[config.mk]
export PLATFORM = sky130hd
export DESIGN_NAME = spiwb_burst
export DESIGN_NICKNAME = d
export VERILOG_FILES = /design/src/rtl/spiwb_pkg.sv /design/src/rtl/spi_sync_edge.sv /design/src/rtl/spiwb_burst.sv
export SDC_FILE = /design/constraint.sdc
export NUM_CORES = 1
export LEC_CHECK = 0
export CAP_MARGIN = 0
export CORE_UTILIZATION = 61
export DETAILED_ROUTE_END_ITERATION = 10
export PLACE_DENSITY = 0.85
export SLEW_MARGIN = 0
export SYNTH_ARGS = -nofsm -noshare
export SYNTH_HDL_FRONTEND = slang
export SYNTH_HIERARCHICAL = 1
export SYNTH_SLANG_ARGS = --single-unit
[constraint.sdc]
create_clock -name clk -period 10.6 [get_ports clk]
set_input_delay 1.59 -clock clk [delete_from_list [all_inputs] [get_ports clk]]
set_output_delay 1.59 -clock clk [all_outputs]
set_load 0.02 [all_outputs]
[src/rtl/spiwb_pkg.sv]
// Shared definitions for the SPI-to-wishbone burst bridge.
package spiwb_pkg;

  typedef enum logic [1:0] {
    IDLE = 2'd0,
    HDR  = 2'd1,
    DATA = 2'd2
  } state_t;

  // Header bit positions, counted in arrival order (bit 0 is first on the wire)
  localparam int HDR_RW_IDX  = 0;
  localparam int HDR_INC_IDX = 1;

endpackage

[src/rtl/spi_sync_edge.sv]
// Two-flop synchronizers for the SPI pins plus sclk and cs edge detection.
module spi_sync_edge (
  input  logic clk,
  input  logic rst,
  input  logic pin_cs,
  input  logic pin_sclk,
  input  logic pin_mosi,
  output logic mosi_s,
  output logic sclk_rise,
  output logic sclk_fall,
  output logic cs_fall,
  output logic cs_rise
);

  logic [1:0] cs_ff;
  logic [1:0] sclk_ff;
  logic [1:0] mosi_ff;
  logic       cs_d;
  logic       sclk_d;

  // Synchronizer chains and one-cycle-delayed copies for edge detection
  always_ff @(posedge clk or posedge rst) begin
    if (rst) begin
      cs_ff   <= '1;
      cs_d    <= 1'b1;
      sclk_ff <= '0;
      sclk_d  <= 1'b0;
      mosi_ff <= '0;
    end else begin
      cs_ff   <= {cs_ff[0], pin_cs};
      cs_d    <= cs_ff[1];
      sclk_ff <= {sclk_ff[0], pin_sclk};
      sclk_d  <= sclk_ff[1];
      mosi_ff <= {mosi_ff[0], pin_mosi};
    end
  end

  // Edge strobes; sclk edges only count while the device is selected
  always_comb begin
    mosi_s    = mosi_ff[1];
    sclk_rise = sclk_ff[1] & ~sclk_d & ~cs_ff[1];
    sclk_fall = ~sclk_ff[1] & sclk_d & ~cs_ff[1];
    cs_fall   = ~cs_ff[1] & cs_d;
    cs_rise   = cs_ff[1] & ~cs_d;
  end

endmodule

[src/rtl/spiwb_burst.sv]
// SPI (mode 0) slave to wishbone master bridge with burst read/write frames.
// Frame: RW, INC, ADDR_W address bits, then DATA_W-bit words until cs rises.
// Optional build macro SPIWB_TIMEOUT_EN adds a wishbone stall timeout.
module spiwb_burst
  import spiwb_pkg::*;
#(
  parameter int ADDR_W  = 7,
  parameter int DATA_W  = 32,
  parameter int TIMEOUT = 255
) (
  input  logic              clk,
  input  logic              rst,
  input  logic              pin_cs,
  input  logic              pin_sclk,
  input  logic              pin_mosi,
  output logic              pin_miso,
  output logic              wb_stb_o,
  output logic              wb_cyc_o,
  output logic              wb_we_o,
  output logic [ADDR_W-1:0] wb_adr_o,
  output logic [DATA_W-1:0] wb_dat_o,
  input  logic [DATA_W-1:0] wb_dat_i,
  input  logic              wb_ack_i,
  output logic              err_o,
  output logic              busy_o
);

  localparam int HDR_W = 2 + ADDR_W;
  localparam int HCW   = $clog2(HDR_W);
  localparam int WCW   = $clog2(DATA_W);

  logic mosi_s, sclk_rise, sclk_fall, cs_fall, cs_rise;

  spi_sync_edge u_sync (
    .clk       (clk),
    .rst       (rst),
    .pin_cs    (pin_cs),
    .pin_sclk  (pin_sclk),
    .pin_mosi  (pin_mosi),
    .mosi_s    (mosi_s),
    .sclk_rise (sclk_rise),
    .sclk_fall (sclk_fall),
    .cs_fall   (cs_fall),
    .cs_rise   (cs_rise)
  );

  state_t            state;
  logic [HCW-1:0]    hcnt;
  logic [HDR_W-2:0]  hdr_sh;
  logic              rw, inc;
  logic [ADDR_W-1:0] hdr_addr;
  logic [WCW-1:0]    wcnt;
  logic [DATA_W-2:0] sh_in;
  logic [DATA_W-1:0] sh_out;
  logic [DATA_W-1:0] pbuf;
  logic              pbuf_valid;
  logic              pf_req;
  logic              adr_ld;
  logic              tmo_hit;
  logic              wb_done, wb_free;
  logic [HDR_W-1:0]  hdr_full;
  logic [DATA_W-1:0] word_full;
  logic [DATA_W-1:0] rd_word;

`ifdef SPIWB_TIMEOUT_EN
  localparam int TW = $clog2(TIMEOUT + 1);
  logic [TW-1:0] tmo_cnt;

  // Count cycles the current wishbone strobe has been waiting for ack
  always_ff @(posedge clk or posedge rst) begin
    if (rst)
      tmo_cnt <= '0;
    else if (!wb_stb_o || wb_done)
      tmo_cnt <= '0;
    else
      tmo_cnt <= tmo_cnt + 1'b1;
  end

  assign tmo_hit = wb_stb_o && (tmo_cnt == TW'(TIMEOUT - 1));
`else
  assign tmo_hit = 1'b0;
`endif

  // Wishbone handshake status and incoming shift words
  always_comb begin
    wb_done   = wb_stb_o & (wb_ack_i | tmo_hit);
    wb_free   = ~wb_stb_o | wb_done;
    hdr_full  = {hdr_sh, mosi_s};
    word_full = {sh_in, mosi_s};
    rd_word   = wb_ack_i ? wb_dat_i : '0;
  end

  assign wb_cyc_o = wb_stb_o;
  assign busy_o   = (state != IDLE) | wb_stb_o;

  // Frame FSM, SPI shifters and wishbone master
  always_ff @(posedge clk or posedge rst) begin
    if (rst) begin
      state      <= IDLE;
      hcnt       <= '0;
      hdr_sh     <= '0;
      rw         <= 1'b0;
      inc        <= 1'b0;
      hdr_addr   <= '0;
      wcnt       <= '0;
      sh_in      <= '0;
      sh_out     <= '0;
      pbuf       <= '0;
      pbuf_valid <= 1'b0;
      pf_req     <= 1'b0;
      adr_ld     <= 1'b0;
      wb_stb_o   <= 1'b0;
      wb_we_o    <= 1'b0;
      wb_adr_o   <= '0;
      wb_dat_o   <= '0;
      err_o      <= 1'b0;
      pin_miso   <= 1'b0;
    end else begin
      if (wb_done) begin
        wb_stb_o <= 1'b0;
        if (!wb_we_o) begin
          pbuf       <= rd_word;
          pbuf_valid <= 1'b1;
        end
        // A new frame's address waits here if it arrived while a cycle was pending
        if (adr_ld) begin
          wb_adr_o <= hdr_addr;
          adr_ld   <= 1'b0;
        end else if (inc) begin
          wb_adr_o <= wb_adr_o + 1'b1;
        end
        if (tmo_hit && !wb_ack_i)
          err_o <= 1'b1;
      end

      if (pf_req && wb_free) begin
        wb_stb_o <= 1'b1;
        wb_we_o  <= 1'b0;
        pf_req   <= 1'b0;
      end

      case (state)
        IDLE: begin
          pin_miso <= 1'b0;
          if (cs_fall) begin
            state <= HDR;
            hcnt  <= '0;
          end
        end

        HDR: begin
          pin_miso <= 1'b0;
          if (sclk_rise) begin
            hdr_sh <= hdr_full[HDR_W-2:0];
            hcnt   <= hcnt + 1'b1;
            if (hcnt == HCW'(HDR_W - 1)) begin
              state      <= DATA;
              wcnt       <= '0;
              rw         <= hdr_full[HDR_W-1-HDR_RW_IDX];
              inc        <= hdr_full[HDR_W-1-HDR_INC_IDX];
              hdr_addr   <= hdr_full[ADDR_W-1:0];
              pbuf_valid <= 1'b0;
              if (wb_free) begin
                wb_adr_o <= hdr_full[ADDR_W-1:0];
                adr_ld   <= 1'b0;
              end else begin
                adr_ld   <= 1'b1;
              end
              if (!hdr_full[HDR_W-1-HDR_RW_IDX]) begin
                if (wb_free) begin
                  wb_stb_o <= 1'b1;
                  wb_we_o  <= 1'b0;
                end else begin
                  pf_req   <= 1'b1;
                end
              end
            end
          end
        end

        DATA: begin
          if (sclk_rise) begin
            sh_in <= word_full[DATA_W-2:0];
            if (wcnt == WCW'(DATA_W - 1)) begin
              wcnt <= '0;
              if (rw) begin
                if ((&hdr_addr) && mosi_s) begin
                  err_o <= 1'b0;
                end else if (!wb_free) begin
                  err_o <= 1'b1;
                end else begin
                  wb_stb_o <= 1'b1;
                  wb_we_o  <= 1'b1;
                  wb_dat_o <= word_full;
                end
              end
            end else begin
              wcnt <= wcnt + 1'b1;
            end
          end

          // MISO changes on the sclk fall so it is stable for the host's rising sample
          if (sclk_fall && !rw) begin
            if (wcnt == '0) begin
              if (pbuf_valid) begin
                sh_out     <= pbuf;
                pin_miso   <= pbuf[DATA_W-1];
                pbuf_valid <= 1'b0;
                if (wb_free) begin
                  wb_stb_o <= 1'b1;
                  wb_we_o  <= 1'b0;
                end else begin
                  pf_req   <= 1'b1;
                end
              end else begin
                sh_out   <= '0;
                pin_miso <= 1'b0;
                err_o    <= 1'b1;
              end
            end else begin
              sh_out   <= sh_out << 1;
              pin_miso <= sh_out[DATA_W-2];
            end
          end
        end

        default: state <= IDLE;
      endcase

      if (cs_rise) begin
        state  <= IDLE;
        pf_req <= 1'b0;
      end
    end
  end

endmodule

==> impl_metrics.csv, run 1 <==
group,metric,value,unit
global_routing,grt_max_degree,89,
clocking,cts_resized,0,
pwr,p_per_area,161.3,nW/um2
finish,fin_area,9166,um2
logic_synthesis,synth_mux_area_frac,0.1564,
die,row_count,40,
global_routing,grt.total_usage,0.2642,
clocking,clkLatencyLatePin,430,ps
pwr,p_switching,0.3488,mW
timing,fmax,0.2909,GHz
clocking,cts_buffers,17,
hold_path,worstHoldStart,"u_sync/mosi_ff[0]",
placed_design,place_area,8543,um2
die,die_x,113.8,um
timing,rsz0062_at_grt,"false",
logic_synthesis,synthesis.area,7626,um2
timing,report.final.slew_viol_count,0,
routing,drt_iter0_markers,432,
critical_path,timing.rr.end,"wb_adr_o[4]",
logic_synthesis,synth_edf_count,0,
hold_path,holdPathStages,0,
logic_synthesis,postSynthNetCount,701,
job,drv_cap,0,
clocking,cts_max_level,4,
critical_path,cp-start-kind,"register",
hold_path,hold_path_class,"reg2reg",
critical_path,reg2reg_depth,6,
run_status,status,"completed",
timing,timing.final.hold_violations,0,
pwr,total_power,1.479,mW
logic_synthesis,synthAdderAreaFrac,0.01641,
pwr,p_comb_frac,0.073,
finish,nets,768,
logic_synthesis,yosysUniqueCellTypes,56,
logic_synthesis,ys_seq_area_frac,0.5780,
routing,drc,0,
finish,multi_input_area,3002,um2
timing,whs,352.5,ps
hold_path,hold_path_end,"u_sync/mosi_ff[1]",
global_routing,grt_pass1_wl,26140,um
timing,worst_slew_pin_slew,1099,ps
logic_synthesis,synth-seq-cells,176,
logic_synthesis,synth-simple-area-share,0.1275,
logic_synthesis,synthCells,653,
pwr,p_clk_frac,0.445,
placed_design,place_congestion,0.8195,
critical_path,cp_max_fo,5,
timing,setup_viol,0,
logic_synthesis,synth_flop_cell,"dfrtp_1",
logic_synthesis,synth_xor_area_frac,0,
routing,wl_per_cell,17.52,um
finish,regArea,4408,um2
die,io_pins,83,
finish,n_fill_cell,800,
logic_synthesis,syn_area_per_cell,11.68,um2
timing,clock_skew,10.74,ps
routing,vias,5284,
critical_path,crit_type,"reg2out",
pwr,ir_drop,0.0001411,V
critical_path,arrival,1850,ps
timing,fin_tns_setup,0,ps
routing,vias_per_cell,5.865,
global_routing,overflow,0,
clocking,path_clk_slew,70,ps
finish,syn_to_final_growth,20.20,%
timing,min_period,3438,ps
global_routing,antenna_found_initial,0,
timing,finalCritPeriodShare,0.3243,
die,fp.dieH,113.8,um
finish,drive_gt1_frac,0.2046,
pwr,switching_share,0.2359,
die,initial_core_util,0.6296,
die,core-area,12110,um2
pwr,seqPwrFrac,0.481,
global_routing,grt_pass1_vias,5298,
pwr,power_leakage,4.334,nW
logic_synthesis,async_flop_share,1.000,
logic_synthesis,synth_compound_area_frac,0.09221,
placed_design,hpwl,10150,um
clocking,cts_tree,"yes",
clocking,cts-root-buf,"clkbuf_16",
clocking,post_cts_buffers,0,
clocking,cts.sinks,176,
placed_design,port_buffers,82,
finish,antennaDiodeCount,0,
clocking,clk_path_buf_depth,2,
routing,wirelength,15790,um
critical_path,endpoint_kind,"primary output",
routing,drtAntennaViolNets,0,
pwr,internal_power,1.130,mW
critical_path,r2r_slack,7720,ps
logic_synthesis,yosys_warnings,6,
clocking,cts_hold_buf,0,
critical_path,crit_required,9010,ps
logic_synthesis,synth_top_family_by_area,"multiplexers",
die,dieArea,12950,um2
timing,maxSlewHeadroom,0.2618,
routing,drt-pass1-iter-count,5,
critical_path,r2r_start,"state[1]",
-- area by class of cell --
cell class | count | share of cell area
Timing Repair Buffer | 89 | 0.09528
Clock buffer | 19 | 0.04941
Tap cell | 168 | 0.02293
Clock inverter | 13 | 0.01856
Sequential cell | 176 | 0.4809
Inverter | 12 | 0.005460
Multi-Input combinational cell | 424 | 0.3275
-- synth_stat cells, drive strengths merged (2+ instances only) --
master | number | share of area
o22ai | 3 | 0.0025
nand3 | 13 | 0.0085
nor3b | 2 | 0.0020
nor2 | 11 | 0.0054
inv | 12 | 0.0059
o21a | 3 | 0.0030
dfrtp | 173 | 0.57
clkbuf | 25 | 0.012
a31oi | 2 | 0.0016
buf | 16 | 0.011
o21ai | 50 | 0.033
nand3b | 2 | 0.0036
nor2b | 8 | 0.0066
o31a | 2 | 0.0023
a32oi | 2 | 0.0023
a22o | 4 | 0.0046
nor4b | 2 | 0.0031
nand2b | 11 | 0.0090
nand4 | 7 | 0.0057
a22oi | 3 | 0.0030
nand2 | 81 | 0.040
and3 | 33 | 0.027
nand4b | 2 | 0.0023
a21o | 2 | 0.0020
mux2 | 105 | 0.16
o31ai | 4 | 0.0039
ha | 10 | 0.016
a21oi | 34 | 0.022
dfstp | 3 | 0.010
nor3 | 9 | 0.0059
-- how the worst max path moves through the flow --
| stage | end | cells past startpoint | start |
|---|---|---|---|
| after floorplan | adr_ld | 1 | rst |
| after global routing | rw | 3 | rst |
| after global placement | hdr_addr[1] | 3 | rst |
| after detailed placement | inc | 3 | rst |
| final | busy_o | 4 | state[0] |
| after CTS | busy_o | 4 | state[0] |
-- power groups by stage --
stage               Sequential (mW)  Clock [mW]  Combinational, mW
floorplan                     0.717           0             0.0736
global placement              0.722           0              0.101
detailed placement            0.724           0              0.107
CTS                           0.711       0.668              0.109
global route                  0.714       0.693              0.120
finish                        0.712       0.658              0.109
-- through the flow --
| step | setup WS, ps | std cells | util |
|---|---|---|---|
| final | 7162 | 901 | 0.7568 |
| after global routing | 7069 | 901 | 0.7568 |
| after CTS | 7143 | 901 | 0.7568 |
| after detailed placement | 6859 | 869 | 0.7054 |
| after global placement | 6933 | 869 | 0.7054 |
| after floorplan | 4463 | 653 | - |
-- per-layer routing --
metal,part of all wire,up-vias,global-route usage
met5,0,-,0
met4,0.017,0,0.1022
met3,0.059,23,0.08289
met2,0.50,128,0.4289
met1,0.43,2678,0.3342
li1,-,2455,-
-- cell families (layout without fill, tap and decap cells) --
logic type,count (synthesis),in the layout
compound gates,119,119
fa+ha+maj,10,10
buf+inv,53,133
flops,176,176
mux,106,106
simple gates,189,189
-- critical path: stages, from the launching register on --
cell,delay (ps)
dfrtp_1,380
inv_1,90
ha_1,270
nand2b_1,90
clkdlybuf4s50_1,600
-- cells in the final DEF, fill, tap and decap left out, types with 2 or more instances in the layout --
| cell type | count |
|---|---|
| inv_8 | 2 |
| o21ai_1 | 6 |
| clkinv_2 | 3 |
| and3_1 | 33 |
| o21a_1 | 3 |
| nand2b_1 | 11 |
| inv_1 | 11 |
| nand4b_1 | 2 |
| nor3_1 | 9 |
| clkbuf_16 | 17 |
| ha_1 | 10 |
| nand2_1 | 81 |
| dfstp_2 | 3 |
| buf_4 | 7 |
| nor2_1 | 11 |
| a31oi_1 | 2 |
| clkbuf_8 | 2 |
| clkdlybuf4s50_1 | 82 |
| a21oi_1 | 34 |
| o21ai_0 | 44 |
| nand3_1 | 13 |
| a22oi_1 | 3 |
| nand4_1 | 7 |
| inv_6 | 5 |
| o31ai_1 | 4 |
| o31a_1 | 2 |
| a21o_1 | 2 |
| mux2_2 | 105 |
| o22ai_1 | 3 |
| a22o_1 | 4 |
| nor3b_1 | 2 |
| nor2b_1 | 8 |
| dfrtp_1 | 173 |
| a32oi_1 | 2 |
| bufinv_16 | 3 |
-- state kept, by name, indices dropped and copies added, names as in the netlist, 2 cells and up --
name,flops
hdr_sh,8
u_sync/mosi_ff,2
u_sync/cs_ff,2
wb_dat_o,32
sh_in,31
hcnt,4
sh_out,31
state,2
u_sync/sclk_ff,2
wb_adr_o,7
wcnt,5
pbuf,32
hdr_addr,7
Power figures use the tool's default switching activity.
==> run 2, diff against run 1 <==
--- a/config.mk
+++ b/config.mk
@@ -6,9 +6,9 @@
 export NUM_CORES = 1
 export LEC_CHECK = 0
 export CAP_MARGIN = 0
-export CORE_UTILIZATION = 61
+export CORE_UTILIZATION = 51
 export DETAILED_ROUTE_END_ITERATION = 10
-export PLACE_DENSITY = 0.85
+export PLACE_DENSITY = 0.76
 export SLEW_MARGIN = 0
 export SYNTH_ARGS = -nofsm -noshare
 export SYNTH_HDL_FRONTEND = slang
==> constraint.sdc (replaced) <==
create_clock -name clk -period 2.9 [get_ports clk]
set_input_delay 0.435 -clock clk [delete_from_list [all_inputs] [get_ports clk]]
set_output_delay 0.435 -clock clk [all_outputs]
set_load 0.02 [all_outputs]
==> impl_metrics.csv, run 2 (synthesis results as in run 1) <==
group,metric,value,unit
critical_path,max_stage_delay,600,ps
die,die_x,124.3,um
clocking,clkLatencyLatePin,430,ps
timing,min_period,2314,ps
critical_path,path_delay_family,"buffers and inverters",
timing,setup_viol,0,
timing,rsz0062_at_grt,"false",
global_routing,grt_pass1_wl,27120,um
clocking,path_clk_slew,60,ps
pwr,total_power,5.515,mW
finish,mostFrequentLayoutCells,"173 x dfrtp_1, 105 x mux2_2, 82 x clkdlybuf4s50_1",
global_routing,antenna_found_initial,0,
timing,report.final.slew_viol_count,0,
critical_path,cp_max_fo,5,
die,io_pins,83,
pwr,p_per_area,592.5,nW/um2
placed_design,place_area,8660,um2
critical_path,cp-start-kind,"register",
job,drv_cap,0,
critical_path,worst_path_max_delay_cell,"clkdlybuf4s50_1",
finish,n_fill_cell,1104,
pwr,p_comb_frac,0.072,
finish,syn_to_final_growth,22.05,%
finish,multi_input_area,3002,um2
timing,fmax,0.4322,GHz
routing,wirelength,15800,um
pwr,p_switching,1.235,mW
timing,timing.final.hold_violations,0,
critical_path,arrival,1880,ps
placed_design,dp_slack,549.6,ps
clocking,cts_hold_buf,0,
run_status,status,"completed",
finish,layout_commonest_cell,"dfrtp_1",
clocking,cts_tree,"yes",
global_routing,grt_max_degree,63,
finish,antennaDiodeCount,0,
critical_path,crit_required,2470,ps
finish,drive_gt1_frac,0.2092,
clocking,cts_buffers,17,
clocking,cts-root-buf,"clkbuf_16",
routing,wl_per_cell,17.08,um
finish,nets,776,
placed_design,place_congestion,0.8549,
pwr,ir_drop,0.0005772,V
pwr,p_clk_frac,0.456,
die,row_count,44,
routing,vias,5254,
routing,drt_iter0_markers,391,
clocking,cts.sinks,176,
die,dieArea,15450,um2
die,initial_core_util,0.5227,
critical_path,crit_buf_inv,2,
finish,fin_area,9308,um2
timing,clock_skew,11.23,ps
clocking,cts_resized,0,
pwr,internal_power,4.280,mW
pwr,switching_share,0.2239,
critical_path,crit_chain,"inv_1, ha_1, nand2b_1, clkdlybuf4s50_1",
timing,fin_tns_setup,0,ps
timing,maxSlewHeadroom,0.3311,
critical_path,crit_type,"reg2out",
die,core-area,14590,um2
finish,largestRegisters,"pbuf: 32 flops, wb_dat_o: 32 flops",
routing,drc,0,
clocking,post_cts_buffers,0,
die,fp.dieH,124.3,um
finish,regArea,4408,um2
routing,drtAntennaViolNets,0,
pwr,seqPwrFrac,0.472,
placed_design,hpwl,10290,um
hold_path,hold_path_class,"in2async",
routing,vias_per_cell,5.680,
clocking,clk_path_buf_depth,2,
timing,worst_slack,586.5,ps
routing,drt-pass1-iter-count,5,
timing,worst_slew_pin_slew,1003,ps
global_routing,grt.total_usage,0.2195,
global_routing,grt_pass1_vias,5460,
clocking,cts_max_level,4,
pwr,power_leakage,4.386,nW
timing,finalCritPeriodShare,0.7978,
global_routing,overflow,0,
critical_path,endpoint_kind,"primary output",
placed_design,port_buffers,82,
[run 2: final cells by class]
type | count | share of cell area
multi-input cells | 424 | 0.3225
clock inverters | 11 | 0.02124
well taps | 184 | 0.02473
repair buffers | 97 | 0.1043
inverters | 12 | 0.005243
flip-flops and latches | 176 | 0.4736
clock buffers | 21 | 0.04839
[run 2: per-layer routing]
metal,routed length (um),track usage
met1,6858,0.2766
met2,7772,0.3559
met3,956,0.07388
met4,208,0.07087
met5,0,0
[run 2: power by group through the flow]
stage	clock (mW)	sequential (mW)	combinational [mW]
6_report	2.51	2.61	0.396
2_1_floorplan	0	2.62	0.269
5_1_grt	2.66	2.62	0.445
3_3_place_gp	0	2.64	0.381
4_1_cts	2.56	2.60	0.400
3_5_place_dp	0	2.65	0.398
[run 2: path summary, 6_finish.rpt]
path                              startpoint                 to  slack, ps  cells after the start
setup / recovery                    state[0]             busy_o        590                      4
hold / removal                           rst  u_sync/mosi_ff[1]        320                      2
setup reg to reg                    state[1]             pf_req        630                      5
hold reg to reg            u_sync/mosi_ff[0]  u_sync/mosi_ff[1]        350                      0
max in group asynchronous                rst       wb_dat_o[26]       1780                      3
min in group clk           u_sync/mosi_ff[0]  u_sync/mosi_ff[1]        350                      0
[run 2: stage by stage]
step	std cells	util	hold slack (ps)
finish	925	0.6380	323.6
global route	925	0.6380	338.1
CTS	925	0.6380	320.3
detailed placement	893	0.5936	336.4
global placement	893	0.5936	331.7
floorplan	653	-	248.5
[run 2: worst register-to-register path: cells and delay by family, from the launching register on]
kind                       cells  cell delay [ps]
AOI/OAI and AO/OA              1              500
adders and majority gates      1              480
buffers and inverters          1              120
DFF                            1              400
and+or+nand+nor                2              700
==> run 3, diff against run 2 <==
--- a/config.mk
+++ b/config.mk
@@ -6,9 +6,9 @@
 export NUM_CORES = 1
 export LEC_CHECK = 0
 export CAP_MARGIN = 0
-export CORE_UTILIZATION = 51
+export CORE_UTILIZATION = 56
 export DETAILED_ROUTE_END_ITERATION = 10
-export PLACE_DENSITY = 0.76
+export PLACE_DENSITY = 0.79
 export SLEW_MARGIN = 0
 export SYNTH_ARGS = -nofsm -noshare
 export SYNTH_HDL_FRONTEND = slang
==> constraint.sdc (replaced) <==
create_clock -name clk -period 2.15 [get_ports clk]
set_input_delay 0.3225 -clock clk [delete_from_list [all_inputs] [get_ports clk]]
set_output_delay 0.3225 -clock clk [all_outputs]
set_load 0.02 [all_outputs]
==> impl_metrics.csv, run 3 (synthesis results as in run 1) <==
group,metric,value,unit
run_status,status,"completed",
global_routing,grt_max_degree,93,
timing,setup_viol,0,
clocking,cts.sinks,176,
routing,drtAntennaViolNets,0,
finish,largestRegisters,"pbuf: 32 flops, wb_dat_o: 32 flops",
placed_design,place_congestion,0.8609,
pwr,p_per_area,764.0,nW/um2
routing,vias_per_cell,5.681,
placed_design,port_buffers,82,
die,fp.dieH,118.7,um
routing,wl_per_cell,17.24,um
global_routing,overflow,0,
routing,drt_iter0_markers,455,
clocking,cts-root-buf,"clkbuf_16",
finish,antennaDiodeCount,0,
finish,syn_to_final_growth,23.23,%
critical_path,crit_type,"reg2reg",
timing,min_period,2074,ps
critical_path,arrival,2420,ps
timing,timing.final.hold_violations,0,
timing,maxSlewHeadroom,0.6130,
global_routing,grt_pass1_vias,5574,
finish,mostFrequentLayoutCells,"173 x dfrtp_1, 105 x mux2_2, 81 x nand2_1, 81 x clkdlybuf4s50_1, 44 x o21ai_0",
hold_path,hold_path_class,"in2async",
global_routing,antenna_found_initial,0,
placed_design,dp_cells,899,
timing,finalCritPeriodShare,0.9644,
timing,fmax,0.4823,GHz
timing,fin_tns_setup,0,ps
clocking,clk_path_buf_depth,2,
critical_path,crit_top_cell,"ha_1",
die,row_count,42,
critical_path,crit_chain,"ha_1, and3_1, ha_1, buf_4, nand2b_1, or4_1, nand3_1",
timing,clock_skew,13.40,ps
routing,vias,5295,
finish,drive_gt1_frac,0.2302,
critical_path,cp-start-kind,"register",
critical_path,r2r_slack,80,ps
critical_path,crit_required,2500,ps
die,io_pins,83,
finish,layoutNonFillerInstCount,932,
placed_design,place_area,8767,um2
critical_path,worst_path_max_delay_cell,"or4_1",
finish,final_core_util,0.7097,
global_routing,grt_pass1_wl,27260,um
clocking,clkLatencyLatePin,420,ps
critical_path,cp_max_fo,5,
global_routing,grt.total_usage,0.2456,
routing,drt-pass1-iter-count,5,
timing,rsz0062_at_grt,"false",
clocking,cts_buffers,17,
pwr,ir_drop,0.0006520,V
pwr,power_leakage,4.444,nW
timing,worst_slew_pin_slew,565.8,ps
job,drv_cap,0,
die,dieArea,14090,um2
routing,wirelength,16070,um
clocking,cts_tree,"yes",
clocking,cts_max_level,4,
clocking,cts_hold_buf,0,
critical_path,max_stage_delay,510,ps
timing,report.final.slew_viol_count,0,
die,initial_core_util,0.5759,
finish,fin_area,9398,um2
critical_path,endpoint_kind,"register",
routing,drc,0,
die,core-area,13240,um2
finish,nets,791,
clocking,path_clk_slew,60,ps
placed_design,hpwl,10420,um
finish,layout_commonest_cell,"dfrtp_1",
timing,whs,225.9,ps
die,die_x,118.7,um
run 3: per-layer routing:
metal | global-route usage | vias up | share of wire
met3 | 0.07819 | 16 | 0.063
met4 | 0.07674 | 0 | 0.011
met1 | 0.3210 | 2669 | 0.44
met2 | 0.3907 | 119 | 0.49
met5 | 0 | - | 0
li1 | - | 2491 | -
run 3: final cells by class:
type / instances / area [um2]
sequential: 176 / 4408
fill: 1010 / 3845
clock inverter: 11 / 126.4
inverter: 12 / 48.80
multi-input combinational: 424 / 3012
timing repair buffer: 112 / 1112
tap: 176 / 220.2
clock buffer: 21 / 470.5
run 3: path summary, 6_finish.rpt:
kind                                        start                end  cells after the start
worst max-delay path                      wcnt[0]            wcnt[3]                      7
worst min-delay path                          rst      u_sync/sclk_d                      2
worst max register to register            wcnt[0]            wcnt[3]                      7
worst min register to register  u_sync/mosi_ff[0]  u_sync/mosi_ff[1]                      0
max in group asynchronous                     rst           sh_in[8]                      3
min in group clk                           pin_cs    u_sync/cs_ff[0]                      1
run 3: critical path: cells and delay by family (launching register included):
kind / cells / cell delay (ps)
and+or+nand+nor: 4 / 1000
adders and majority gates: 2 / 430
DFF: 1 / 420
buffers and inverters: 1 / 140
run 3: repair_timing:
item | 4_1_cts | 5_1_grt
setup buffers | 0 | 0
endpoints found under the setup margin | 1 | 33
resized for setup | 1 | 3
gates cloned | 0 | 1
run 3: where the power goes:
| part | switching [mW] | total [mW] | internal, mW |
|---|---|---|---|
| registers | 0.0973 | 3.52 | 3.42 |
| logic | 0.300 | 0.569 | 0.269 |
| clock network | 1.28 | 3.09 | 1.81 |
| total | 1.68 | 7.18 | 5.50 |
run 3: per-stage QoR:
stage | power (mW) | setup WS [ps]
6_report | 7.179 | 76.47
5_1_grt | 7.439 | 11.20
4_1_cts | 7.229 | 48.39
3_5_place_dp | 4.145 | 76.27
3_3_place_gp | 4.105 | 136.7
2_1_floorplan | 3.901 | -313.2
